<file path="config.mk">
export PLATFORM = sky130hd
export DESIGN_NAME = rf_write_arbiter
export DESIGN_NICKNAME = d
export VERILOG_FILES = /design/src/rtl/rf_write_arbiter.sv
export SDC_FILE = /design/constraint.sdc
export NUM_CORES = 1
export LEC_CHECK = 0
export ABC_AREA = 1
export CAP_MARGIN = 20
export CORE_MARGIN = 5
export CORE_UTILIZATION = 42
export CTS_CLUSTER_SIZE = 40
export DETAILED_ROUTE_END_ITERATION = 10
export PLACE_DENSITY = 0.8
export SLEW_MARGIN = 40
export SYNTH_ARGS = -nofsm -noshare
export SYNTH_HDL_FRONTEND = slang
export SYNTH_SLANG_ARGS = --single-unit
export TNS_END_PERCENT = 30
</file>
<file path="constraint.sdc">
create_clock -name clk -period 1.6 [get_ports clk]
set_clock_uncertainty 0.1 [all_clocks]
set_input_delay 0.32 -clock clk [delete_from_list [all_inputs] [get_ports clk]]
set_output_delay 0.32 -clock clk [all_outputs]
set_load 0.05 [all_outputs]
</file>
<file path="src/rtl/rf_write_arbiter.sv">
// Round-robin arbiter that shares one register-file write port among NREQ 4-phase req/ack writers.
// Optional macro RF_ARB_TIMEOUT_EN bounds the wait for rf_ack to TIMEOUT cycles and raises a sticky timeout_err.
module rf_write_arbiter #(
  parameter int NREQ    = 2,
  parameter int DW      = 16,
  parameter int AW      = 4,
  parameter int TIMEOUT = 15
) (
  input  logic                    clk,
  input  logic                    rst,
  input  logic [NREQ-1:0]         req_i,
  output logic [NREQ-1:0]         ack_o,
  input  logic [NREQ*AW-1:0]      addr_i,
  input  logic [NREQ*DW-1:0]      data_i,
  output logic                    rf_req,
  output logic                    rf_we,
  output logic [AW-1:0]           rf_addr,
  output logic [DW-1:0]           rf_data,
  input  logic                    rf_ack,
  output logic [$clog2(NREQ)-1:0] grant_idx,
  output logic                    busy,
  output logic                    timeout_err
);
  localparam int IW = $clog2(NREQ);

  if (NREQ < 2 || NREQ > 8) begin : g_bad_nreq
    $error("rf_write_arbiter: NREQ must be in 2..8");
  end
  if (TIMEOUT < 1 || TIMEOUT > 255) begin : g_bad_timeout
    $error("rf_write_arbiter: TIMEOUT must be in 1..255");
  end

  typedef enum logic [1:0] {IDLE, RF_REQ, RF_REL, CLI_ACK} state_t;

  state_t          state_q, state_d;
  logic [NREQ-1:0] ack_d, ack_onehot;
  logic            rf_req_d, busy_d;
  logic [AW-1:0]   addr_d;
  logic [DW-1:0]   data_d;
  logic [IW-1:0]   grant_d, last_grant, last_d;

  logic [AW-1:0]   addr_arr [NREQ];
  logic [DW-1:0]   data_arr [NREQ];

  for (genvar k = 0; k < NREQ; k++) begin : g_unpack
    assign addr_arr[k] = addr_i[k*AW +: AW];
    assign data_arr[k] = data_i[k*DW +: DW];
  end

  // Round-robin search starting just after the last writer served.
  logic [NREQ-1:0] req_pend;
  logic [IW-1:0]   cand, pick;
  logic            found;

  always_comb begin
    req_pend = req_i & ~ack_o;
    found    = 1'b0;
    pick     = '0;
    cand     = '0;
    for (int i = 1; i <= NREQ; i++) begin
      cand = IW'((int'(last_grant) + i) % NREQ);
      if (!found && req_pend[cand]) begin
        found = 1'b1;
        pick  = cand;
      end
    end
  end

`ifdef RF_ARB_TIMEOUT_EN
  logic [7:0] tmo_cnt_q, tmo_cnt_d;
  logic       tmo_err_d;
`endif

  always_comb begin
    // NOTE: every next value defaults to holding its register, so no branch of the case leaves one unassigned and no latch is inferred.
    state_d  = state_q;
    ack_d    = ack_o;
    rf_req_d = rf_req;
    addr_d   = rf_addr;
    data_d   = rf_data;
    grant_d  = grant_idx;
    busy_d   = busy;
    last_d   = last_grant;
    ack_onehot            = '0;
    ack_onehot[grant_idx] = 1'b1;
`ifdef RF_ARB_TIMEOUT_EN
    tmo_cnt_d = tmo_cnt_q;
    tmo_err_d = timeout_err;
`endif
    case (state_q)
      IDLE: begin
        if (found) begin
          grant_d  = pick;
          addr_d   = addr_arr[pick];
          data_d   = data_arr[pick];
          rf_req_d = 1'b1;
          busy_d   = 1'b1;
          state_d  = RF_REQ;
`ifdef RF_ARB_TIMEOUT_EN
          tmo_cnt_d = '0;
`endif
        end
      end
      RF_REQ: begin
        if (rf_ack) begin
          rf_req_d = 1'b0;
          state_d  = RF_REL;
        end
`ifdef RF_ARB_TIMEOUT_EN
        else if (tmo_cnt_q == 8'(TIMEOUT - 1)) begin
          // Give up on the register file but still ack the writer so its handshake completes.
          rf_req_d  = 1'b0;
          tmo_err_d = 1'b1;
          ack_d     = ack_onehot;
          state_d   = CLI_ACK;
        end else begin
          tmo_cnt_d = tmo_cnt_q + 8'd1;
        end
`endif
      end
      RF_REL: begin
        if (!rf_ack) begin
          ack_d   = ack_onehot;
          state_d = CLI_ACK;
        end
      end
      CLI_ACK: begin
        if (!req_i[grant_idx]) begin
          ack_d   = '0;
          last_d  = grant_idx;
          busy_d  = 1'b0;
          state_d = IDLE;
        end
      end
      default: state_d = IDLE;
    endcase
  end

  // NOTE: sequential state uses non-blocking assignment so every flop captures pre-edge values independent of statement order.
  always_ff @(posedge clk or negedge rst) begin
    if (!rst) begin
      state_q    <= IDLE;
      ack_o      <= '0;
      rf_req     <= 1'b0;
      rf_addr    <= '0;
      rf_data    <= '0;
      grant_idx  <= '0;
      busy       <= 1'b0;
      last_grant <= IW'(NREQ - 1);
    end else begin
      state_q    <= state_d;
      ack_o      <= ack_d;
      rf_req     <= rf_req_d;
      rf_addr    <= addr_d;
      rf_data    <= data_d;
      grant_idx  <= grant_d;
      busy       <= busy_d;
      last_grant <= last_d;
    end
  end

  assign rf_we = rf_req;

`ifdef RF_ARB_TIMEOUT_EN
  always_ff @(posedge clk or negedge rst) begin
    if (!rst) begin
      tmo_cnt_q   <= '0;
      timeout_err <= 1'b0;
    end else begin
      tmo_cnt_q   <= tmo_cnt_d;
      timeout_err <= tmo_err_d;
    end
  end
`else
  assign timeout_err = 1'b0;
`endif

endmodule
</file>
==> out/qor.txt, run 1 <==
Status: completed
Die W: 72.3 um
Synth area leader: dfrtp_1
Leading cell type in the layout, fill and taps excluded: nand2_1
Area contributors post-synth: dfrtp_1 (41%), nand2_1 (19%), o21ai_2 (8.6%), inv_1 (7.6%), nor2_1 (5.1%)
Global-route wire length before repair: 6600 um
Critical Path AT: 1550 ps
Root buf cell: clkbuf_8
Fin Hold WS: 315 ps
Ports: 72
H-tree depth: 1
CP Capture Type: flip-flop
Final hold vios: 0
P_leak: 0.00138 uW
Port Buf Inserts: 70
Seq/Total Area, Yosys: 0.430
# nets final: 342
Final period util: 0.929
Setup Fix Bufs, Post-CTS: 0
GRT overflow: 0
Avg Inst Size Synth: 7.42 um2
HP Class: input pin to async pin
PnR worst setup slack: 114 ps
Post-synthesis cell count: 220
Die Height: 72.3 um
Mapped cell area: 0.00163 mm2
Max_cap viols: 0
Drt first pass iters: 4
Initial Utilization: 0.439
Routed len/inst: 11.9 um
Syn nets: 269
Yosys top cell area share: 0.414
Detailed Route Iter0 Violations: 73
Total GRT Usage: 0.161
Final worst path period need: 1490 ps
Top_reg_cell synth: dfrtp_1
Dpl ws: -91.8 ps
Ys Warns: 0
Most frequent cells in the layout: nand2_1 (84), clkdlybuf4s50_1 (44), inv_1 (33), buf_12 (30), dfrtp_1 (27)
Vias in the first global route: 1405
Worst skew pair latency: 280 ps
Die area: 0.00523 mm2
Core Box Area: 0.00372 mm2
Total chip power: 6110 uW
Number of CTS-inserted buffers: 3
Post-route ant nets: 0
Total wire length: 4040 um
Async SR Flop Fraction: 1.00
Yosys cell types: 22
Area grow syn2layout: 68.5%
CTS max path bufs: 2
CTS tree: built
Clock-pin slew on the worst setup and hold paths: 100 ps
RSZ-0062 raised after global routing: false
Fmax: 0.673 GHz
CP required: 1670 ps
Via count: 1529
Crit Path Class: flip-flop to flip-flop
Max-slew violation count: 0
CTS resizes: 0
Largest net degree at the start of global routing: 29
CTS sink count: 28
Worst Path Max Fanout: 17
Cts hold-fix bufs: 0
Via/cell ratio: 4.50
Site row count: 22
Synth Register Bits: 28
GPL Wtd Cong: 0.796
Fillers: 275
Share of post-route cells with drive strength above 1: 0.216
Residual DRC: 0
Startpoint types: flip-flop
Final setup viols: 0
DP HPWL: 3200 um
Peak VDD IR: 1.05 mV
Antenna cells: 0
EDFF count, synth: 0
PD cells: 2220 mW/mm2
Initial antenna violation count: 0
-- final cells by class --
cell class,count,area [um2],area share
sequential,28,702,0.255
clock inverter,1,30.0,0.0109
timing repair buffer,78,1070,0.390
clock buffer,3,41.3,0.0150
multi-input combinational,147,712,0.259
inverter,35,133,0.0482
tap,48,60.1,0.0218
-- synth_stat cells, types with 2 or more instances --
cell	number
nand2_1	84
nand3_1	4
buf_6	4
ha_1	4
nand2_2	3
o21ai_2	16
o21ai_0	3
o21ai_1	4
nor2_1	22
dfrtp_1	27
buf_4	4
buf_2	2
nand4_1	2
inv_1	33
-- path summary, 6_finish.rpt --
| kind | startpoint | slack [ps] | depth (start not counted) | endpoint |
|---|---|---|---|---|
| setup / recovery | state_q[0]$_DFFE_PN0P_ | 110 | 7 | busy$_DFFE_PN0P_ |
| hold / removal | rst | 320 | 2 | rf_data[1]$_DFFE_PN0P_ |
| setup reg to reg | state_q[0]$_DFFE_PN0P_ | 110 | 7 | busy$_DFFE_PN0P_ |
| hold reg to reg | last_grant$_DFFE_PN1P_ | 450 | 2 | last_grant$_DFFE_PN1P_ |
| max in group asynchronous | rst | 770 | 2 | last_grant$_DFFE_PN1P_ |
| min in group clk | last_grant$_DFFE_PN1P_ | 450 | 2 | last_grant$_DFFE_PN1P_ |
-- flip-flops by register name, summed over array words and instances (netlist names) --
name,count
ack_o,2
rf_addr,4
busy,1
rf_data,16
last_grant,1
rf_req,1
state_q,2
grant_idx,1
-- where the power goes --
part           total [uW]  internal (uW)  switching (uW)
clock                 559            335             224
sequential           1460           1060             393
combinational        4090           1910            2180
total                6110           3310            2800
-- cell families (layout without fill, tap and decap cells) --
logic type,count (synthesis),in the layout,synth area share
simple gates,117,117,0.286
buf+inv,45,117,0.133
flops,28,28,0.430
compound gates,25,25,0.117
fa+ha+maj,4,4,0.0307
other cells,1,1,0.00230
-- critical path, stage by stage, from the launching register on --
cell and delay (ps):
dfrtp_1 410, inv_1 80, ha_1 250, nand2_4 110
buf_12 140, nor2_1 50, o21ai_0 170, inv_1 60
-- layer usage --
layer	share of wire	up-vias	global-route usage
met5	0	-	0
met4	0.0069	0	0.0418
met3	0.074	4	0.0540
met2	0.53	43	0.285
met1	0.39	683	0.184
li1	-	799	-
-- per-stage QoR --
step	utilization	TNS, ps	cell area [um2]	std cells
3_5_place_dp	0.721	-1610	2680	336
5_1_grt	0.740	0	2750	340
3_3_place_gp	0.721	-880	2680	336
2_1_floorplan	-	0	1630	220
4_1_cts	0.740	0	2750	340
6_report	0.740	0	2750	340
(Power assumes the default switching activity.)
==> inputs of run 2 (changes only) <==
--- a/config.mk
+++ b/config.mk
@@ -9,6 +9,7 @@
 export CAP_MARGIN = 20
 export CORE_MARGIN = 5
 export CORE_UTILIZATION = 42
+export CTS_CLUSTER_DIAMETER = 60
 export CTS_CLUSTER_SIZE = 40
 export DETAILED_ROUTE_END_ITERATION = 10
 export PLACE_DENSITY = 0.8
==> results of run 2 <==
The final DEF is identical to that of run 1; final timing and power are the same.
==> inputs of run 3 (changes only) <==
==> constraint.sdc (replaced) <==
create_clock -name clk -period 1.6 [get_ports clk]
set_clock_uncertainty 0.1 [all_clocks]
set_input_delay 0.4 -clock clk [delete_from_list [all_inputs] [get_ports clk]]
set_output_delay 0.4 -clock clk [all_outputs]
set_load 0.05 [all_outputs]
==> run 3 against run 2 <==
Cell area up 1.5%. Non-clock buffer count rose by 7. Clock-buffer cell count unchanged.
==> out/qor.txt, run 3 (same netlist as run 1, synthesis figures left out) <==
Status: completed (unchanged)
Site row count: 22 (unchanged)
Global-route wire length before repair: 6960 um (was 6600 um)
Initial antenna violation count: 0 (unchanged)
Antenna cells: 0 (unchanged)
Final period util: 0.943 (was 0.929)
Max reg flops: 16 (unchanged)
Critical Path AT: 1590 ps (was 1550 ps)
Die W: 72.3 um (unchanged)
RSZ-0062 raised after global routing: false (unchanged)
Most frequent cells in the layout: nand2_1 (84), clkdlybuf4s50_1 (44), inv_1 (33), buf_12 (29), dfrtp_1 (27) (was nand2_1 (84), clkdlybuf4s50_1 (44), inv_1 (33), buf_12 (30), dfrtp_1 (27))
Setup crit end: rf_data[0]$_DFFE_PN0P_ (was busy$_DFFE_PN0P_)
Largest net degree at the start of global routing: 24 (was 29)
Reg-to-reg endpoint: state_q[1]$_DFFE_PN0P_ (was busy$_DFFE_PN0P_)
Critical path startpoint: req_i[1] (was state_q[0]$_DFFE_PN0P_)
# nets final: 349 (was 342)
DP HPWL: 3380 um (was 3200 um)
Reg2reg start: state_q[0]$_DFFE_PN0P_ (unchanged)
R2R setup slack: 130 ps (was 110 ps)
Via/cell ratio: 4.54 (was 4.50)
Combinational share of power: 0.674 (was 0.670)
HP Class: input pin to async pin (unchanged)
Slowest-stage cell, CP: clkdlybuf4s50_1 (was dfrtp_1)
Final worst path period need: 1510 ps (was 1490 ps)
GRT overflow: 0 (unchanged)
Max_cap viols: 0 (unchanged)
Number of CTS-inserted buffers: 3 (unchanged)
Dpl ws: -197 ps (was -91.8 ps)
Share of post-route cells with drive strength above 1: 0.234 (was 0.216)
CP required: 1680 ps (was 1670 ps)
Largest registers: rf_data (16), rf_addr (4) (unchanged)
Final hold vios: 0 (unchanged)
Clock Power Share: 0.092 (about the same)
CP Capture Type: flip-flop (unchanged)
CTS sink count: 28 (unchanged)
Crit-path cells: clkdlybuf4s50_1 > nand2_2 > inv_2 > nand2_2 > buf_12 > nor2_1 > o21ai_2 (was inv_1 > ha_1 > nand2_4 > buf_12 > nor2_1 > o21ai_0 > inv_1)
Area grow syn2layout: 70.9% (was 68.5%)
Ports: 72 (unchanged)
Leading cell type in the layout, fill and taps excluded: nand2_1 (unchanged)
Fmax: 0.663 GHz (was 0.673 GHz)
Final setup viols: 0 (unchanged)
Worst Path Max Fanout: 23 (was 17)
Worst Reg-to-Reg Cells: 8 (was 7)
Peak VDD IR: 1.05 mV (about the same)
Clock-pin slew on the worst setup and hold paths: 100 ps (about the same)
Cts hold-fix bufs: 0 (unchanged)
Total GRT Usage: 0.168 (was 0.161)
Sw Pwr: 2820 uW (was 2800 uW)
Core Box Area: 0.00372 mm2 (unchanged)
Fin Hold WS: 360 ps (was 315 ps)
Routed len/inst: 12.0 um (was 11.9 um)
PnR worst setup slack: 90.9 ps (was 114 ps)
Total chip power: 6160 uW (was 6110 uW)
CP max stage delay: 530 ps (was 410 ps)
Reg power frac: 0.235 (was 0.239)
Detailed Route Iter0 Violations: 61 (was 73)
Crit Path Class: input pin to flip-flop (was flip-flop to flip-flop)
Startpoint types: input pin (was flip-flop)
GPL Wtd Cong: 0.804 (was 0.796)
Switching share of power: 0.458 (was 0.459)
Crit path top cell by count: nand2_2 (was inv_1)
Dpl cell area: 0.00271 mm2 (was 0.00268 mm2)
Fin area: 0.00279 mm2 (was 0.00275 mm2)
Max-slew violation count: 0 (unchanged)
Worst skew pair latency: 280 ps (about the same)
Residual DRC: 0 (unchanged)
Vias in the first global route: 1560 (was 1405)
Die Height: 72.3 um (unchanged)
Post-route ant nets: 0 (unchanged)
Drt first pass iters: 4 (unchanged)
Initial Utilization: 0.439 (unchanged)
H-tree depth: 1 (unchanged)
Fillers: 278 (was 275)
Pint: 3340 uW (was 3310 uW)
Die area: 0.00523 mm2 (unchanged)
P_leak: 0.00141 uW (was 0.00138 uW)
Via count: 1575 (was 1529)
CTS tree: built (unchanged)
PD cells: 2210 mW/mm2 (was 2220 mW/mm2)
Biggest register: rf_data (unchanged)
Root buf cell: clkbuf_8 (unchanged)
Total wire length: 4150 um (was 4040 um)
Port Buf Inserts: 70 (unchanged)
CTS max path bufs: 2 (unchanged)
## run 3: cell count changes in the layout (fill, tap and decap cells not counted)
cell	change
buf_4	+8
buf_12	-1
## run 3: how the worst min path moves through the flow
| stage | startpoint | end | slack, ps | depth (start not counted) |
|---|---|---|---|---|
| 6_report | rst | rf_data[12]$_DFFE_PN0P_ | 360 | 2 |
| 5_1_grt | rst | rf_addr[2]$_DFFE_PN0P_ | 370 | 2 |
| 4_1_cts | rst | rf_data[12]$_DFFE_PN0P_ | 370 | 2 |
| 3_5_place_dp | last_grant$_DFFE_PN1P_ | last_grant$_DFFE_PN1P_ | 390 | 2 |
| 3_3_place_gp | last_grant$_DFFE_PN1P_ | last_grant$_DFFE_PN1P_ | 400 | 2 |
| 2_1_floorplan | rst | ack_o[0]$_DFFE_PN0P_ | 4 | 0 |
## run 3: repair_timing
item                                    in CTS  in global routing
setup buffers                                0                  1
endpoints found under the setup margin       0                  3
resized for setup                            0                  0
hold endpoints to repair                     0                  0
## run 3: layout make-up
type	instances	area [um2]	share of cell area
clock buffers	3	41.3	0.0148
clock inverters	1	30.0	0.0108
inverters	35	133	0.0476
multi-input cells	147	712	0.255
flip-flops and latches	28	702	0.252
well taps	48	60.1	0.0215
repair buffers	85	1110	0.398
## run 3: power groups by stage
| stage | clock, uW | combinational (uW) | sequential, uW |
|---|---|---|---|
| after floorplan | 0 | 1280 | 2320 |
| final | 564 | 4150 | 1450 |
| after CTS | 574 | 4180 | 1450 |
| after global placement | 0 | 4070 | 1450 |
| after detailed placement | 0 | 4160 | 1460 |
| after global routing | 604 | 4430 | 1490 |
## run 3: per-layer routing
metal / track usage / part of all wire / routed length (um)
met3: 0.0526 / 0.066 / 274
met2: 0.302 / 0.53 / 2220
met4: 0.0543 / 0.012 / 49
met1: 0.186 / 0.39 / 1610
met5: 0 / 0 / 0
## run 3: through the flow
step / instances / TNS, ps / util
after global routing: 347 / 0 / 0.751
after floorplan: 220 / 0 / -
after detailed placement: 342 / -3700 / 0.729
final: 347 / 0 / 0.751
after global placement: 342 / -2960 / 0.729
after CTS: 346 / 0 / 0.748
## run 3: worst max-delay path: cells and delay by family
kind	cells	cell delay (ps)
AND/OR/NAND/NOR	3	350
AO/OA/AOI/OAI	1	80
buffers and inverters	3	760
